## config.mk

```make
export PLATFORM = sky130hd
export DESIGN_NAME = clock_divider_bank
export DESIGN_NICKNAME = d
export VERILOG_FILES = /design/src/rtl/clock_divider_bank_pkg.sv /design/src/rtl/clkdiv_channel.sv /design/src/rtl/clock_divider_bank.sv
export SDC_FILE = /design/constraint.sdc
export NUM_CORES = 1
export LEC_CHECK = 0
export CELL_PAD_IN_SITES_DETAIL_PLACEMENT = 1
export CELL_PAD_IN_SITES_GLOBAL_PLACEMENT = 1
export CORE_MARGIN = 1.5
export CORE_UTILIZATION = 50
export CTS_BUF_LIST = sky130_fd_sc_hd__clkbuf_8
export CTS_CLUSTER_DIAMETER = 200
export DETAILED_ROUTE_END_ITERATION = 10
export DONT_BUFFER_PORTS = 1
export PLACE_DENSITY = 0.87
export SLEW_MARGIN = 20
export SYNTH_ARGS = -nofsm -noshare
export SYNTH_HDL_FRONTEND = slang
export SYNTH_SLANG_ARGS = --single-unit
```

## constraint.sdc

```tcl
create_clock -name CLOCK_50 -period 4.4 [get_ports CLOCK_50]
set_input_delay 1.1 -clock CLOCK_50 [delete_from_list [all_inputs] [get_ports CLOCK_50]]
set_output_delay 1.1 -clock CLOCK_50 [all_outputs]
set_load 0.05 [all_outputs]
```

## src/rtl/clock_divider_bank_pkg.sv

```systemverilog
// Shared constants for the clock-enable divider bank: input clock rate,
// default half-periods for the standard blink rates and a Hz-to-half-period helper.
package clock_divider_bank_pkg;

    localparam int unsigned CLK_HZ     = 50_000_000;

    localparam int unsigned HALF_2HZ   = 12_500_000;
    localparam int unsigned HALF_1HZ   = 25_000_000;
    localparam int unsigned HALF_05HZ  = 50_000_000;
    localparam int unsigned HALF_025HZ = 100_000_000;

    // Half-period in CLK_HZ cycles for a square wave of hz; 0 Hz maps to 0 (an invalid setting).
    function automatic int unsigned half_from_hz(input int unsigned hz);
        return (hz == 0) ? 0 : CLK_HZ / (2 * hz);
    endfunction

endpackage

```

## src/rtl/clkdiv_channel.sv

```systemverilog
// One divider channel: half-period counter, compare, registered square output
// and a registered tick on every rising edge of that output.
module clkdiv_channel #(
    parameter int               CNT_W      = 28,
    parameter logic [CNT_W-1:0] RESET_HALF = CNT_W'(1)
) (
    input  logic             clk,
    input  logic             reset,
    input  logic             en,
    input  logic             load,
    input  logic [CNT_W-1:0] load_val,
    input  logic             clear,
    output logic             clk_out,
    output logic             tick
);

    logic [CNT_W-1:0] cnt_q, cnt_d;
    logic [CNT_W-1:0] half_q, half_d;
    logic             clk_out_q, clk_out_d;
    logic             tick_q, tick_d;
    logic             wrap;

    // NOTE: every signal gets its hold value first, so no branch can leave it unassigned and infer a latch.
    always_comb begin
        cnt_d     = cnt_q;
        half_d    = half_q;
        clk_out_d = clk_out_q;
        tick_d    = 1'b0;
        wrap      = (cnt_q == half_q - 1'b1);

        if (load) begin
            half_d    = load_val;
            cnt_d     = '0;
            clk_out_d = 1'b0;
        end else if (clear) begin
            cnt_d     = '0;
            clk_out_d = 1'b0;
        end else if (en) begin
            if (wrap) begin
                cnt_d     = '0;
                clk_out_d = ~clk_out_q;
                tick_d    = ~clk_out_q;
            end else begin
                cnt_d = cnt_q + 1'b1;
            end
        end
    end

    // NOTE: non-blocking assignments here so every flop samples the pre-edge values of its peers.
    always_ff @(posedge clk) begin
        if (reset) begin
            cnt_q     <= '0;
            half_q    <= RESET_HALF;
            clk_out_q <= 1'b0;
            tick_q    <= 1'b0;
        end else begin
            cnt_q     <= cnt_d;
            half_q    <= half_d;
            clk_out_q <= clk_out_d;
            tick_q    <= tick_d;
        end
    end

    assign clk_out = clk_out_q;
    assign tick    = tick_q;

endmodule

```

## src/rtl/clock_divider_bank.sv

```systemverilog
// Bank of N_CH independently programmable clock-enable generators on CLOCK_50,
// with per-channel half-period writes, a global phase-align strobe and write-error flag.
module clock_divider_bank
    import clock_divider_bank_pkg::*;
#(
    parameter int                    N_CH         = 4,
    parameter int                    CNT_W        = 28,
    parameter logic [N_CH*CNT_W-1:0] DEFAULT_HALF = {28'(HALF_025HZ), 28'(HALF_05HZ),
                                                     28'(HALF_1HZ), 28'(HALF_2HZ)},
    localparam int                   CH_W         = (N_CH > 1) ? $clog2(N_CH) : 1
) (
    input  logic             CLOCK_50,
    input  logic             reset,
    input  logic [N_CH-1:0]  en,
    input  logic             sync_all,
    input  logic             cfg_we,
    input  logic [CH_W-1:0]  cfg_ch,
    input  logic [CNT_W-1:0] cfg_half,
    output logic [N_CH-1:0]  clk_out,
    output logic [N_CH-1:0]  tick,
    output logic             cfg_err
);

    // One extra bit so N_CH itself is representable when N_CH is a power of two.
    localparam logic [CH_W:0] N_CH_L = (CH_W + 1)'(N_CH);

    logic            cfg_ok;
    logic            cfg_err_q, cfg_err_d;
    logic [N_CH-1:0] load;

    always_comb begin
        load      = '0;
        cfg_ok    = cfg_we && (cfg_half != '0) && ({1'b0, cfg_ch} < N_CH_L);
        cfg_err_d = cfg_we && !cfg_ok;
        for (int i = 0; i < N_CH; i++) begin
            load[i] = cfg_ok && (cfg_ch == CH_W'(i));
        end
    end

    always_ff @(posedge CLOCK_50) begin
        if (reset) begin
            cfg_err_q <= 1'b0;
        end else begin
            cfg_err_q <= cfg_err_d;
        end
    end

    assign cfg_err = cfg_err_q;

    // Load outranks clear inside the channel, so write plus sync_all on one channel acts as a write.
    for (genvar i = 0; i < N_CH; i++) begin : g_ch
        clkdiv_channel #(
            .CNT_W      (CNT_W),
            .RESET_HALF (DEFAULT_HALF[i*CNT_W +: CNT_W])
        ) u_ch (
            .clk      (CLOCK_50),
            .reset    (reset),
            .en       (en[i]),
            .load     (load[i]),
            .load_val (cfg_half),
            .clear    (sync_all),
            .clk_out  (clk_out[i]),
            .tick     (tick[i])
        );
    end

endmodule
```

==> results of run 1 <==
==> routing by layer <==
metal,vias to the layer above,GRT usage,routed length [µm]
li1,6075,-,-
met1,6178,0.3615,17360
met2,256,0.5074,19840
met3,69,0.05900,2482
met4,0,0.09557,1004
met5,-,0,0
==> critical path, stage by stage, from the launching register on <==
cell,delay (ns)
sky130_fd_sc_hd__dfxtp_1,0.37
sky130_fd_sc_hd__inv_1,0.09
sky130_fd_sc_hd__ha_1,0.27
sky130_fd_sc_hd__or4b_4,0.53
sky130_fd_sc_hd__or3_1,0.38
sky130_fd_sc_hd__a2111oi_2,0.36
sky130_fd_sc_hd__nand4_1,0.12
sky130_fd_sc_hd__or4b_1,0.53
sky130_fd_sc_hd__or4b_4,0.57
sky130_fd_sc_hd__o21bai_4,0.54
sky130_fd_sc_hd__nor2_1,0.12
==> registers in the layout (all words and copies together) (netlist names) <==
name and count:
g_ch.u_ch.cnt_q 112, cfg_err 1, g_ch.u_ch.tick 4, g_ch.u_ch.half_q 112
g_ch.u_ch.clk_out 4
==> worst paths after layout <==
path / startpoint / to
max: g_ch[2].u_ch.half_q[0] / g_ch[2].u_ch.cnt_q[27]
min: g_ch[2].u_ch.half_q[27] / g_ch[2].u_ch.half_q[27]
max reg2reg: g_ch[2].u_ch.half_q[0] / g_ch[2].u_ch.cnt_q[27]
min reg2reg: g_ch[2].u_ch.half_q[27] / g_ch[2].u_ch.half_q[27]
==> logic make-up (layout without fill, tap and decap cells) <==
family,after synthesis,count (layout),synth area share
simple gates,927,927,0.3466
flops,233,233,0.3434
xor+xnor,231,231,0.1500
compound gates,218,218,0.1035
buf+inv,134,122,0.04127
mux,10,10,0.007830
fa+ha+maj,8,8,0.007370
==> area by class of cell <==
type                            instances  area [µm²]  area share
Inverter                               32       120.1    0.008269
Clock buffer                           53       729.5     0.05022
Timing Repair Buffer                   16       120.1    0.008269
Multi-Input combinational cell       1394        8369      0.5762
Tap cell                              341       426.7     0.02937
Sequential cell                       233        4664      0.3211
Clock inverter                         21       95.09    0.006547
==> cell usage after synthesis, types with 4 or more instances <==
cell type	n
sky130_fd_sc_hd__nand3b_1	55
sky130_fd_sc_hd__clkbuf_1	84
sky130_fd_sc_hd__a31o_2	6
sky130_fd_sc_hd__o31ai_1	10
sky130_fd_sc_hd__dfxtp_1	233
sky130_fd_sc_hd__nand2b_1	8
sky130_fd_sc_hd__nor4b_1	14
sky130_fd_sc_hd__nor3_1	79
sky130_fd_sc_hd__o31a_1	4
sky130_fd_sc_hd__mux2_2	5
sky130_fd_sc_hd__nor3b_1	6
sky130_fd_sc_hd__a211o_1	5
sky130_fd_sc_hd__a21oi_1	89
sky130_fd_sc_hd__buf_4	8
sky130_fd_sc_hd__a2111oi_0	5
sky130_fd_sc_hd__a211oi_1	6
sky130_fd_sc_hd__ha_1	8
sky130_fd_sc_hd__or2_2	4
sky130_fd_sc_hd__nor2b_1	11
sky130_fd_sc_hd__nand3_1	61
sky130_fd_sc_hd__and2_1	8
sky130_fd_sc_hd__and3_1	29
sky130_fd_sc_hd__nor4_1	45
sky130_fd_sc_hd__o21a_1	4
sky130_fd_sc_hd__buf_2	4
sky130_fd_sc_hd__nor2_1	176
sky130_fd_sc_hd__and4_1	10
sky130_fd_sc_hd__o21ai_0	29
sky130_fd_sc_hd__nand2_1	301
sky130_fd_sc_hd__or3_1	30
sky130_fd_sc_hd__or4_1	23
sky130_fd_sc_hd__o211a_1	6
sky130_fd_sc_hd__mux2i_1	5
sky130_fd_sc_hd__o22ai_1	6
sky130_fd_sc_hd__o41ai_1	4
sky130_fd_sc_hd__o211ai_1	4
sky130_fd_sc_hd__xor2_1	112
sky130_fd_sc_hd__inv_1	32
sky130_fd_sc_hd__a31oi_1	15
sky130_fd_sc_hd__xnor2_1	118
sky130_fd_sc_hd__nand4_1	42
==> power by group <==
| group | internal [mW] | total [mW] | switching, mW |
|---|---|---|---|
| clock | 1.08 | 2.01 | 0.930 |
| combinational | 0.150 | 0.363 | 0.214 |
| sequential | 2.16 | 2.23 | 0.0775 |
==> metrics by stage <==
| step | worst slack (ns) | instances | hold slack, ns | power [mW] | util |
|---|---|---|---|---|---|
| after global routing | 0.002037 | 2090 | 0.4983 | 4.800 | 0.5420 |
| after CTS | 0.3321 | 2090 | 0.4711 | 4.650 | 0.5419 |
| final | 0.3672 | 2090 | 0.4754 | 4.610 | 0.5420 |
| after detailed placement | 0.3746 | 2016 | 0.4622 | 2.636 | 0.5111 |
| after global placement | 0.5225 | 2016 | 0.4542 | 2.614 | 0.5111 |
| after floorplan | 0.8878 | 1761 | 0.4307 | 2.555 | - |
==> load_flow_metrics.sql, run 1 <==
INSERT INTO impl_metrics (metric_group, metric, value, unit) VALUES
('run', 'drv_cap', '0', ''),
('sta', 'worst_clock_skew', '0.01500', 'ns'),
('cts', 'insertion_delay', '0.56', 'ns'),
('grt', 'grt_antenna_before_repair', '1', ''),
('sta', 'hold_violations', '0', ''),
('detailed_routing', 'via_cell_ratio', '6.018', ''),
('cts', 'clock_sink_count', '233', ''),
('cts', 'root_buffer_cell', 'sky130_fd_sc_hd__clkbuf_8', ''),
('cells_and_area', 'most_common_cell_after_layout_fill_and_taps_aside', 'sky130_fd_sc_hd__nand2_1', ''),
('sta', 'final.period_utilization', '0.9165', ''),
('pwr', 'ir_worst_vdd', '0.0002410', 'V'),
('placement', 'numPortBuffers', '0', ''),
('sta', 'layout_min_cycle_time', '4.033', 'ns'),
('yosys', 'synth_largest_area_cell', 'sky130_fd_sc_hd__dfxtp_1', ''),
('critical_path', 'regToRegSetupSlack', '0.37', 'ns'),
('critical_path', 'critPathMaxFanout', '27', ''),
('detailed_routing', 'drt-total-wl', '40690', 'µm'),
('pwr', 'leakagePower', '5.045', 'nW'),
('yosys', 'mappedNetlistArea', '0.01358', 'mm²'),
('cts', 'ctsHtreeMaxLevel', '2', ''),
('sta', 'max_slew.worst_pin.slew', '1.009', 'ns'),
('sta', 'rsz0062_at_grt', 'false', ''),
('sta', 'max_clock_freq', '0.2480', 'GHz'),
('yosys', 'ys_async_sr_fraction', '0', ''),
('floorplanning', 'die_w', '167.8', 'µm'),
('placement', 'last_weighted_congestion_value_of_the_routability_driven_placer', '0.8860', ''),
('yosys', 'synth_cell_types', '75', ''),
('detailed_routing', 'drc', '0', ''),
('cells_and_area', 'fin_nets', '1765', ''),
('floorplanning', 'initial_utilization', '0.5068', ''),
('yosys', 'synthesis.area_per_instance', '7.713', 'µm²'),
('cells_and_area', 'post_route_cells_drive_above_1_share', '0.06118', ''),
('yosys', 'synth.top_cells.by_area', 'sky130_fd_sc_hd__dfxtp_1 (34%), sky130_fd_sc_hd__nand2_1 (8.3%), sky130_fd_sc_hd__xnor2_1 (7.6%), sky130_fd_sc_hd__xor2_1 (7.2%), sky130_fd_sc_hd__nor2_1 (4.9%)', ''),
('detailed_routing', 'drt_pre_antenna_iters', '5', ''),
('grt', 'grt_start_max_net_pins', '116', ''),
('floorplanning', 'rows', '60', ''),
('yosys', 'synth_sequential_area_ratio', '0.3434', ''),
('placement', 'placedInstanceArea', '0.01370', 'mm²'),
('floorplanning', 'design.portCount', '47', ''),
('yosys', 'synth_flop_cell', 'sky130_fd_sc_hd__dfxtp_1', ''),
('placement', 'place_hpwl', '30090', 'µm'),
('detailed_routing', 'vias', '12580', ''),
('yosys', 'synthesis.yosys.warnings', '0', ''),
('grt', 'grt_pass1_wl', '67190', 'µm'),
('sta', 'finalSetupTns', '0', 'ns'),
('outcome', 'status', 'finished, final reports clean', ''),
('hold_path', 'min_path_type', 'reg -> reg', ''),
('floorplanning', 'die_y', '167.8', 'µm'),
('hold_path', 'timing.hold.worst_path_depth', '2', ''),
('sta', 'relSlewSlack', '0.3208', ''),
('yosys', 'count_of_flip_flops_with_a_built_in_enable_after_synthesis', '0', ''),
('cts', 'buffer_count_from_post_cts_setup_fixing', '0', ''),
('cells_and_area', 'most_frequent_cells_in_the_layout', 'sky130_fd_sc_hd__nand2_1 (300), sky130_fd_sc_hd__dfxtp_1 (233), sky130_fd_sc_hd__nor2_1 (176), sky130_fd_sc_hd__xnor2_1 (118), sky130_fd_sc_hd__xor2_1 (112)', ''),
('detailed_routing', 'antenna_violating_nets_post_route', '0', ''),
('floorplanning', 'design.die.area', '0.02816', 'mm²'),
('cells_and_area', 'final_design_area_no_fill', '0.01453', 'mm²'),
('floorplanning', 'core', '0.02680', 'mm²'),
('yosys', 'synthDominantCellAreaShare', '0.3434', ''),
('cts', 'cts_hold_repair.buffers', '0', ''),
('cells_and_area', 'diodes', '0', ''),
('grt', 'grt_overflow_total', '0', ''),
('cts', 'buffer_depth_of_the_longest_clock_path', '3', ''),
('cts', 'cts.reportedPaths.clkPinSlew', '0.06', 'ns'),
('critical_path', 'worst-r2r-cell-count', '10', ''),
('sta', 'slew_violations', '0', ''),
('cts', 'tritoncts.num_buffers', '42', ''),
('critical_path', 'critPathKind', 'reg -> reg', ''),
('sta', 'finalSetupViolations', '0', ''),
('cts', 'cts_tree', 'done', ''),
('yosys', 'yosys_register_bits', '233', ''),
('cells_and_area', 'nFillCells', '3352', '');
Power figures use the tool's default switching activity.
==> run 2, diff against run 1 <==
- CTS_CLUSTER_DIAMETER: 200 -> 40
==> run 2 against run 1 <==
  * Register-to-register slack lost 0.04 ns
  * Core utilization grew 0.63 points
  * Wire length grew 1.7%
  * Worst setup slack lost 0.038 ns
  * Non-clock buffer count is the same
  * Clock skew shrank 0.0031 ns
  * Power grew 8.5%
  * Sequential power is essentially flat
  * Largest cell class unchanged
  * Largest power group is now clock
==> load_flow_metrics.sql, run 2 (synthesis gave the netlist of run 1 again) <==
INSERT INTO impl_metrics (metric_group, metric, value, unit) VALUES
('sta', 'worst_clock_skew', '0.01186', 'ns'),
('outcome', 'status', 'finished, final reports clean', ''),
('sta', 'rsz0062_at_grt', 'false', ''),
('grt', 'grt_antenna_before_repair', '1', ''),
('floorplanning', 'rows', '60', ''),
('cells_and_area', 'final_core_utilization', '0.5482', ''),
('cells_and_area', 'area.growth.synth_to_final', '8.180', '%'),
('sta', 'final.period_utilization', '0.9252', ''),
('critical_path', 'timing.critical_path.from', 'g_ch[0].u_ch.half_q[0]', ''),
('sta', 'hold_violations', '0', ''),
('grt', 'gr_layer_usage_met3', '0.06088', ''),
('pwr', 'leakagePower', '5.100', 'nW'),
('critical_path', 'cp_slowest_cell', 'sky130_fd_sc_hd__nor4b_2', ''),
('critical_path', 'setup.worst_path.start_class', 'register', ''),
('cells_and_area', 'diodes', '0', ''),
('floorplanning', 'design.die.area', '0.02816', 'mm²'),
('detailed_routing', 'via_cell_ratio', '6.037', ''),
('detailed_routing', 'initialDrtViolationCount', '782', ''),
('critical_path', 'crit_cells', '11', ''),
('critical_path', 'worst_path_dominant_cell_family', 'simple AND/OR/NAND/NOR gates', ''),
('pwr', 'power.density_cell_area', '340.4', 'mW/mm²'),
('cts', 'insertion_delay', '0.57', 'ns'),
('cells_and_area', 'fin_nets', '1766', ''),
('critical_path', 'critical-path-max-stage-delay', '0.74', 'ns'),
('detailed_routing', 'drt-total-wl', '41390', 'µm'),
('grt', 'grt_overflow_total', '0', ''),
('run', 'drv_cap', '0', ''),
('cts', 'clock_sink_count', '233', ''),
('cts', 'cts_tree', 'done', ''),
('critical_path', 'critical_path.n_buffers_inverters', '2', ''),
('grt', 'first_global_vias', '12980', ''),
('critical_path', 'worst-r2r-cell-count', '11', ''),
('hold_path', 'min_path_type', 'reg -> reg', ''),
('cts', 'tritoncts.num_buffers', '43', ''),
('sta', 'relSlewSlack', '0.3165', ''),
('critical_path', 'sort_of_element_at_the_end_of_the_critical_path', 'register', ''),
('detailed_routing', 'antenna_violating_nets_post_route', '0', ''),
('sta', 'finalSetupTns', '0', 'ns'),
('critical_path', 'cp.required', '4.85', 'ns'),
('floorplanning', 'core', '0.02680', 'mm²'),
('cts', 'cts.reportedPaths.clkPinSlew', '0.06', 'ns'),
('placement', 'place_hpwl', '30090', 'µm'),
('sta', 'finalSetupViolations', '0', ''),
('placement', 'last_weighted_congestion_value_of_the_routability_driven_placer', '0.8860', ''),
('grt', 'met2_capacity_usage_during_global_routing', '0.5176', ''),
('cells_and_area', 'most_common_cell_after_layout_fill_and_taps_aside', 'sky130_fd_sc_hd__nand2_1', ''),
('sta', 'slew_violations', '0', ''),
('detailed_routing', 'drt_pre_antenna_iters', '5', ''),
('cells_and_area', 'post_route_cells_drive_above_1_share', '0.06625', ''),
('critical_path', 'crit_end', 'g_ch[0].u_ch.cnt_q[15]', ''),
('cells_and_area', 'biggestRegsByFlops', 'g_ch.u_ch.cnt_q (112), g_ch.u_ch.half_q (112)', ''),
('floorplanning', 'die_w', '167.8', 'µm'),
('critical_path', 'critPathKind', 'reg -> reg', ''),
('detailed_routing', 'route.detailed.wl_per_inst', '19.79', 'µm'),
('grt', 'grt-busiest-layer', 'met2', ''),
('detailed_routing', 'drc', '0', ''),
('critical_path', 'cpMostUsedCell', 'sky130_fd_sc_hd__or4_1', ''),
('critical_path', 'regToRegSetupSlack', '0.33', 'ns'),
('cells_and_area', 'most_frequent_cells_in_the_layout', 'sky130_fd_sc_hd__nand2_1 (300), sky130_fd_sc_hd__dfxtp_1 (233), sky130_fd_sc_hd__nor2_1 (176), sky130_fd_sc_hd__xnor2_1 (118), sky130_fd_sc_hd__xor2_1 (112)', ''),
('floorplanning', 'design.portCount', '47', ''),
('sta', 'layout_min_cycle_time', '4.071', 'ns'),
('grt', 'grt_pass1_wl', '67820', 'µm'),
('critical_path', 'crit_arrival', '4.52', 'ns'),
('sta', 'max_clock_freq', '0.2457', 'GHz'),
('cts', 'ctsHtreeMaxLevel', '2', ''),
('placement', 'numPortBuffers', '0', ''),
('critical_path', 'r2r-start', 'g_ch[0].u_ch.half_q[0]', ''),
('sta', 'fin_ws', '0.3292', 'ns'),
('sta', 'max_slew.worst_pin.slew', '1.016', 'ns'),
('cts', 'cts_resized', '0', ''),
('critical_path', 'critPathMaxFanout', '10', ''),
('floorplanning', 'initial_utilization', '0.5068', ''),
('cts', 'buffer_depth_of_the_longest_clock_path', '3', ''),
('grt', 'globalRouteTotalUtil', '0.2960', ''),
('cts', 'root_buffer_cell', 'sky130_fd_sc_hd__clkbuf_8', ''),
('grt', 'grt_start_max_net_pins', '116', ''),
('pwr', 'ir_worst_vdd', '0.0002085', 'V'),
('critical_path', 'crit_chain', 'inv_1 -> ha_1 -> nor4b_2 -> nand2_1 -> or4_1 -> a211oi_1 -> o2111ai_1 -> or4_1 -> o21bai_2 -> buf_4 -> nor2_1', ''),
('floorplanning', 'die_y', '167.8', 'µm'),
('pwr', 'total_power', '5.001', 'mW'),
('placement', 'place_worst_setup_slack', '0.3746', 'ns'),
('detailed_routing', 'vias', '12630', ''),
('cts', 'cts_hold_repair.buffers', '0', ''),
('cts', 'buffer_count_from_post_cts_setup_fixing', '0', ''),
('grt', 'global_route.usage.met1', '0.3612', ''),
('critical_path', 'worstReg2RegEnd', 'g_ch[0].u_ch.cnt_q[15]', '');
run 2: final cells by class:
| type | instances | area [µm²] |
|---|---|---|
| sequential | 233 | 4664 |
| clock buffer | 53 | 729.5 |
| tap | 341 | 426.7 |
| fill | 3323 | 12110 |
| inverter | 32 | 120.1 |
| multi-input combinational | 1394 | 8369 |
| clock inverter | 23 | 262.8 |
| timing repair buffer | 16 | 120.1 |
run 2: report_power, final:
part	internal [mW]	switching [mW]	total (mW)	leakage, nW
Combinational	0.150	0.216	0.366	2.67
Clock	1.44	0.958	2.40	0.538
Sequential	2.16	0.0781	2.23	1.89
Total	3.75	1.25	5.00	5.10
run 2: how the worst min path moves through the flow:
stage	slack, ns	depth (start not counted)	endpoint	from
6_report	0.47	2	g_ch[2].u_ch.half_q[27]	g_ch[2].u_ch.half_q[27]
5_1_grt	0.50	2	g_ch[1].u_ch.half_q[27]	g_ch[1].u_ch.half_q[27]
4_1_cts	0.47	2	g_ch[2].u_ch.half_q[27]	g_ch[2].u_ch.half_q[27]
3_5_place_dp	0.46	2	g_ch[2].u_ch.half_q[27]	g_ch[2].u_ch.half_q[27]
3_3_place_gp	0.45	2	g_ch[2].u_ch.half_q[27]	g_ch[2].u_ch.half_q[27]
2_1_floorplan	0.43	1	g_ch[2].u_ch.tick	g_ch[2].u_ch.clk_out
run 2: layer usage:
layer / routed length [µm] / up-vias
met3: 2343 / 84
met1: 17520 / 6233
met2: 20330 / 250
li1: - / 6062
met4: 1196 / 0
met5: 0 / -
run 2: per-stage QoR:
step / hold WS, ns / cells / instance area [µm²]
2_1_floorplan: 0.4307 / 1761 / 13580
3_3_place_gp: 0.4542 / 2016 / 13700
3_5_place_dp: 0.4622 / 2016 / 13700
4_1_cts: 0.4712 / 2092 / 14690
5_1_grt: 0.4983 / 2092 / 14690
6_report: 0.4750 / 2092 / 14690
run 2: worst reg2reg max path, delay by kind of cell (launching register included):
| family | cells | cell delay [ns] |
|---|---|---|
| AO/OA/AOI/OAI | 3 | 0.90 |
| buffers and inverters | 2 | 0.37 |
| AND/OR/NAND/NOR | 5 | 2.10 |
| adder cells (fa/ha/maj) | 1 | 0.25 |
| flip-flops | 1 | 0.36 |
==> RTL edit 1 (settings of run 2) <==
`N_CH`: 4 -> 8.
--- a/src/rtl/clock_divider_bank.sv
+++ b/src/rtl/clock_divider_bank.sv
@@ -3,7 +3,7 @@
 module clock_divider_bank
     import clock_divider_bank_pkg::*;
 #(
-    parameter int                    N_CH         = 4,
+    parameter int                    N_CH         = 8,
     parameter int                    CNT_W        = 28,
     parameter logic [N_CH*CNT_W-1:0] DEFAULT_HALF = {28'(HALF_025HZ), 28'(HALF_05HZ),
                                                      28'(HALF_1HZ), 28'(HALF_2HZ)},
Interface: changed (resized cfg_ch, clk_out, en and tick); port bits go from 47 to 60. No check against the original RTL was run, so the function may have changed too.
==> RTL edit 1 against run 2 <==
Largest cell class unchanged; largest power group unchanged; sequential cell count rose by 232; die area rose by 92%; sequential share of layout area rose by 1.1 points; critical path type unchanged; clock skew rose by 21 ps; synthesized cell count rose by 89%; setup slack improved by 130 ps; power rose by 91%; area after synthesis rose by 94%; cell area rose by 93%; via count rose by 91%; highest routed layer unchanged; core utilization barely moved; count of clock-buffer cells in the layout rose by 50; routed wire length rose by 100%.
==> RTL edit 1: results (changes against run 2) <==
slowest CP cell - nor3b_1 (was nor4b_2)
met3 Use GR - 6.12% (was 6.09%)
Total Routing Usage GR - 31.2% (was 29.6%)
Num CTS Buffers - 90 (was 43)
compound-cell area share of the yosys netlist - 9.71% (was 10.4%)
register area share after synthesis - 35.3% (was 34.3%)
pre-CTS setup slack - 494 ps (was 375 ps)
Post-Synth XOR/XNOR Area - 16.3% (was 15.0%)
DRT Wirelength - 84800 um (was 41400 um)
GR Util met2 - 54.0% (was 51.8%)
Post-Synth Adder-Cell Area - 0.760% (was 0.737%)
crit path max fanout - 27 (was 10)
hold slack - 478 ps (was 475 ps)
post-synthesis mux area share - 2.73% (was 0.783%)
placed cell areas - 0.0265 mm^2 (was 0.0137 mm^2)
H-tree depth - 3 (was 2)
Leak - 10.2 nW (was 5.10 nW)
minimum clock period - 3940 ps (was 4070 ps)
Commonest cells post-synth - 483 x nand2_1, 465 x dfxtp_1, 428 x nor2_1 (was 301 x nand2_1, 233 x dfxtp_1, 176 x nor2_1)
Final #Nets - 3293 (was 1766)
DP Wirelength - 59300 um (was 30100 um)
DRT Pass-1 Iters - 6 (was 5)
via count - 24159 (was 12629)
worst min-delay path startpoint - g_ch[1].u_ch.half_q[27]$_SDFFE_PP0P_ (was g_ch[2].u_ch.half_q[27]$_SDFFE_PP0P_)
fill cell count - 6360 (was 3323)
DP Cell Count - 3822 (was 2016)
flop2flop setup slack - 460 ps (was 330 ps)
status - completed (unchanged)
Routed met2 length - 41300 um (was 20300 um)
vias in the first global route - 25131 (was 12980)
R2R depth - 10 (was 11)
initial DRC count - 1313 (was 782)
M1 WL - 35400 um (was 17500 um)
worst setup path end - g_ch[7].u_ch.cnt_q[9]$_SDFFE_PP0P_ (was g_ch[0].u_ch.cnt_q[15]$_SDFFE_PP0P_)
pin count of the biggest net entering global routing - 228 (was 116)
syn nets - 3380 (was 1807)
worst-margin pin slew - 940 ps (was 1020 ps)
CP Launch Point - g_ch[7].u_ch.half_q[0]$_SDFFE_PP0P_ (was g_ch[0].u_ch.half_q[0]$_SDFFE_PP0P_)
## RTL edit 1: changes by cell type after synthesis, moves of 48 or more
cell and change:
clkbuf_1 +68, nand2_1 +182, nand3_1 +48, nor2_1 +252, xnor2_1 +144, dfxtp_1 +232
a21oi_1 +69, xor2_1 +113, mux2i_1 +60
## RTL edit 1: power by group
| part | switching [mW] | internal, mW | total (mW) | leakage, nW |
|---|---|---|---|---|
| clock | 2.00 | 2.45 | 4.45 | 0.982 |
| combinational | 0.432 | 0.311 | 0.742 | 5.50 |
| sequential | 0.0942 | 4.27 | 4.36 | 3.76 |
| total | 2.53 | 7.02 | 9.55 | 10.2 |
## RTL edit 1: area by class of cell
type | instances | area [um^2] | area share (%)
repair buffers | 26 | 195 | 0.688
flip-flops and latches | 465 | 9310 | 32.8
inverters | 53 | 199 | 0.701
clock inverters | 53 | 423 | 1.49
clock buffers | 103 | 1420 | 5.00
multi-input cells | 2598 | 16000 | 56.3
well taps | 680 | 851 | 3.00
diodes | 1 | 2.50 | 0.00882
==> RTL edit 2 (config.mk and constraints of run 2) <==
Made on the original files. Register the output `tick`, cleared by the reset; this adds one clock of latency there. The other outputs are not delayed to match. Comments in the files are not updated.
--- a/src/rtl/clock_divider_bank.sv
+++ b/src/rtl/clock_divider_bank.sv
@@ -23,6 +23,8 @@
 
     // One extra bit so N_CH itself is representable when N_CH is a power of two.
     localparam logic [CH_W:0] N_CH_L = (CH_W + 1)'(N_CH);
+
+    logic [N_CH-1:0] tick_c;
 
     logic            cfg_ok;
     logic            cfg_err_q, cfg_err_d;
@@ -60,8 +62,16 @@
             .load_val (cfg_half),
             .clear    (sync_all),
             .clk_out  (clk_out[i]),
-            .tick     (tick[i])
+            .tick     (tick_c[i])
         );
     end
 
+    always_ff @(posedge CLOCK_50) begin
+        if (reset) begin
+            tick <= '0;
+        end else begin
+            tick <= tick_c;
+        end
+    end
+
 endmodule
Behaviour: not the same (Yosys sat finds a counterexample within 4 cycles, from zero or initial values and one cycle with reset high).
==> RTL edit 2 against run 2 <==
Clock skew increased by 18 ps; first-iteration DRC count increased by 11%; area after synthesis decreased by 0.43%; via count decreased by 1.4%; setup slack got worse by 7.6 ps; routed wire length decreased by 1.7%; cell area decreased by 0.18%; sequential cell count increased by 4; critical path type unchanged; largest cell class unchanged; power decreased by 1.4%; non-clock buffer count decreased by 2; sequential power increased by 2%; sequential share of layout area increased by 0.60 points.
==> RTL edit 2: results (changes against run 2) <==
status - completed (unchanged)
fill cell count - 3278 (was 3323)
compound-cell area share of the yosys netlist - 9.93% (was 10.4%)
CTS clk-pin slew, worst paths - 60 ps (about the same)
R2R depth - 11 (unchanged)
reg2reg start - g_ch[0].u_ch.half_q[0]$_SDFFE_PP0P_ (unchanged)
Post-Syn Instances - 1686 (was 1761)
pre-CTS setup slack - 168 ps (was 375 ps)
syn nets - 1732 (was 1807)
VDD IR-drop max - 0.346 mV (was 0.209 mV)
Hold EP - tick[1]$_SDFF_PP0_ (was g_ch[2].u_ch.half_q[27]$_SDFFE_PP0P_)
pin count of the biggest net entering global routing - 119 (was 116)
RD Place Congestion - 0.926 (was 0.886)
Max stage delay on crit path - 510 ps (was 740 ps)
Post-Synth Adder-Cell Area - 0.740% (was 0.737%)
hold slack - 437 ps (was 475 ps)
Hold Path Cell Cnt - 1 (was 2)
DRT Wirelength - 40700 um (was 41400 um)
Layout Utilization - 54.9% (was 54.8%)
synthesized area - 0.0135 mm^2 (was 0.0136 mm^2)
Total Routing Usage GR - 28.9% (was 29.6%)
flip-flop and latch area - 0.00474 mm^2 (was 0.00466 mm^2)
ANT cells - 2 (was 0)
Max Clk Rate - 245 MHz (was 246 MHz)
Leak - 5.14 nW (was 5.10 nW)
Clock buf/inv share - 6.55% (was 6.75%)
first-pass GRT wire length - 66100 um (was 67800 um)
Skew-Pair Late Insertion Delay - 590 ps (was 570 ps)
slowest CP cell - nor4b_1 (was nor4b_2)
# clock sinks - 237 (was 233)
clock buf count - 54 (was 53)
worst min-delay path startpoint - g_ch[1].u_ch.tick$_SDFF_PP0_ (was g_ch[2].u_ch.half_q[27]$_SDFFE_PP0P_)
Cell Count, Final, Fillers Out - 2037 (was 2092)
Via-to-Cell Ratio - 6.11 (was 6.04)
vias in the first global route - 12770 (was 12980)
Area contributors post-synth - dfxtp_1 35%, xor2_1 8.5%, xnor2_1 7.0% (was dfxtp_1 34%, nand2_1 8.3%, xnor2_1 7.6%)
footprint of the multi-input gates - 0.00829 mm^2 (was 0.00837 mm^2)
worst-margin pin slew - 1050 ps (was 1020 ps)
final setup skew - 29.7 ps (was 11.9 ps)
Multi-In Gates - 1324 (was 1394)
r2r endpoint - g_ch[0].u_ch.cnt_q[25]$_SDFFE_PP0P_ (was g_ch[0].u_ch.cnt_q[15]$_SDFFE_PP0P_)
Num CTS Buffers - 44 (was 43)
crit path max fanout - 20 (was 10)
Yosys cell types - 82 (was 75)
Commonest cells post-synth - 237 x dfxtp_1, 236 x nand2_1, 135 x nor2_1 (was 301 x nand2_1, 233 x dfxtp_1, 176 x nor2_1)
Inverters excl. clock - 37 (was 32)
==> RTL edit 2: layer usage <==
| layer | GRT usage (%) | up-vias | part of all wire, % |
|---|---|---|---|
| li1 | - | 5931 | - |
| met1 | 36.2 | 6166 | 43 |
| met2 | 49.0 | 277 | 48 |
| met3 | 6.52 | 75 | 6.0 |
| met4 | 9.91 | 0 | 2.5 |
| met5 | 0 | - | 0 |
==> RTL edit 2: power breakdown <==
| part | leakage (nW) | switching (mW) | internal, mW |
|---|---|---|---|
| clock network | 0.541 | 1.01 | 1.30 |
| logic | 2.67 | 0.204 | 0.141 |
| registers | 1.92 | 0.0792 | 2.19 |
| total | 5.14 | 1.30 | 3.63 |
==> RTL edit 2: logic make-up (layout without fill, tap and decap cells) <==
family,count (synthesis),after routing
flip-flops,237,237
AND/OR/NAND/NOR,856,856
multiplexers,28,28
buffers and inverters,125,133
adder cells (fa/ha/maj),8,8
XOR/XNOR,239,239
other,0,2
AO/OA/AOI/OAI,193,193
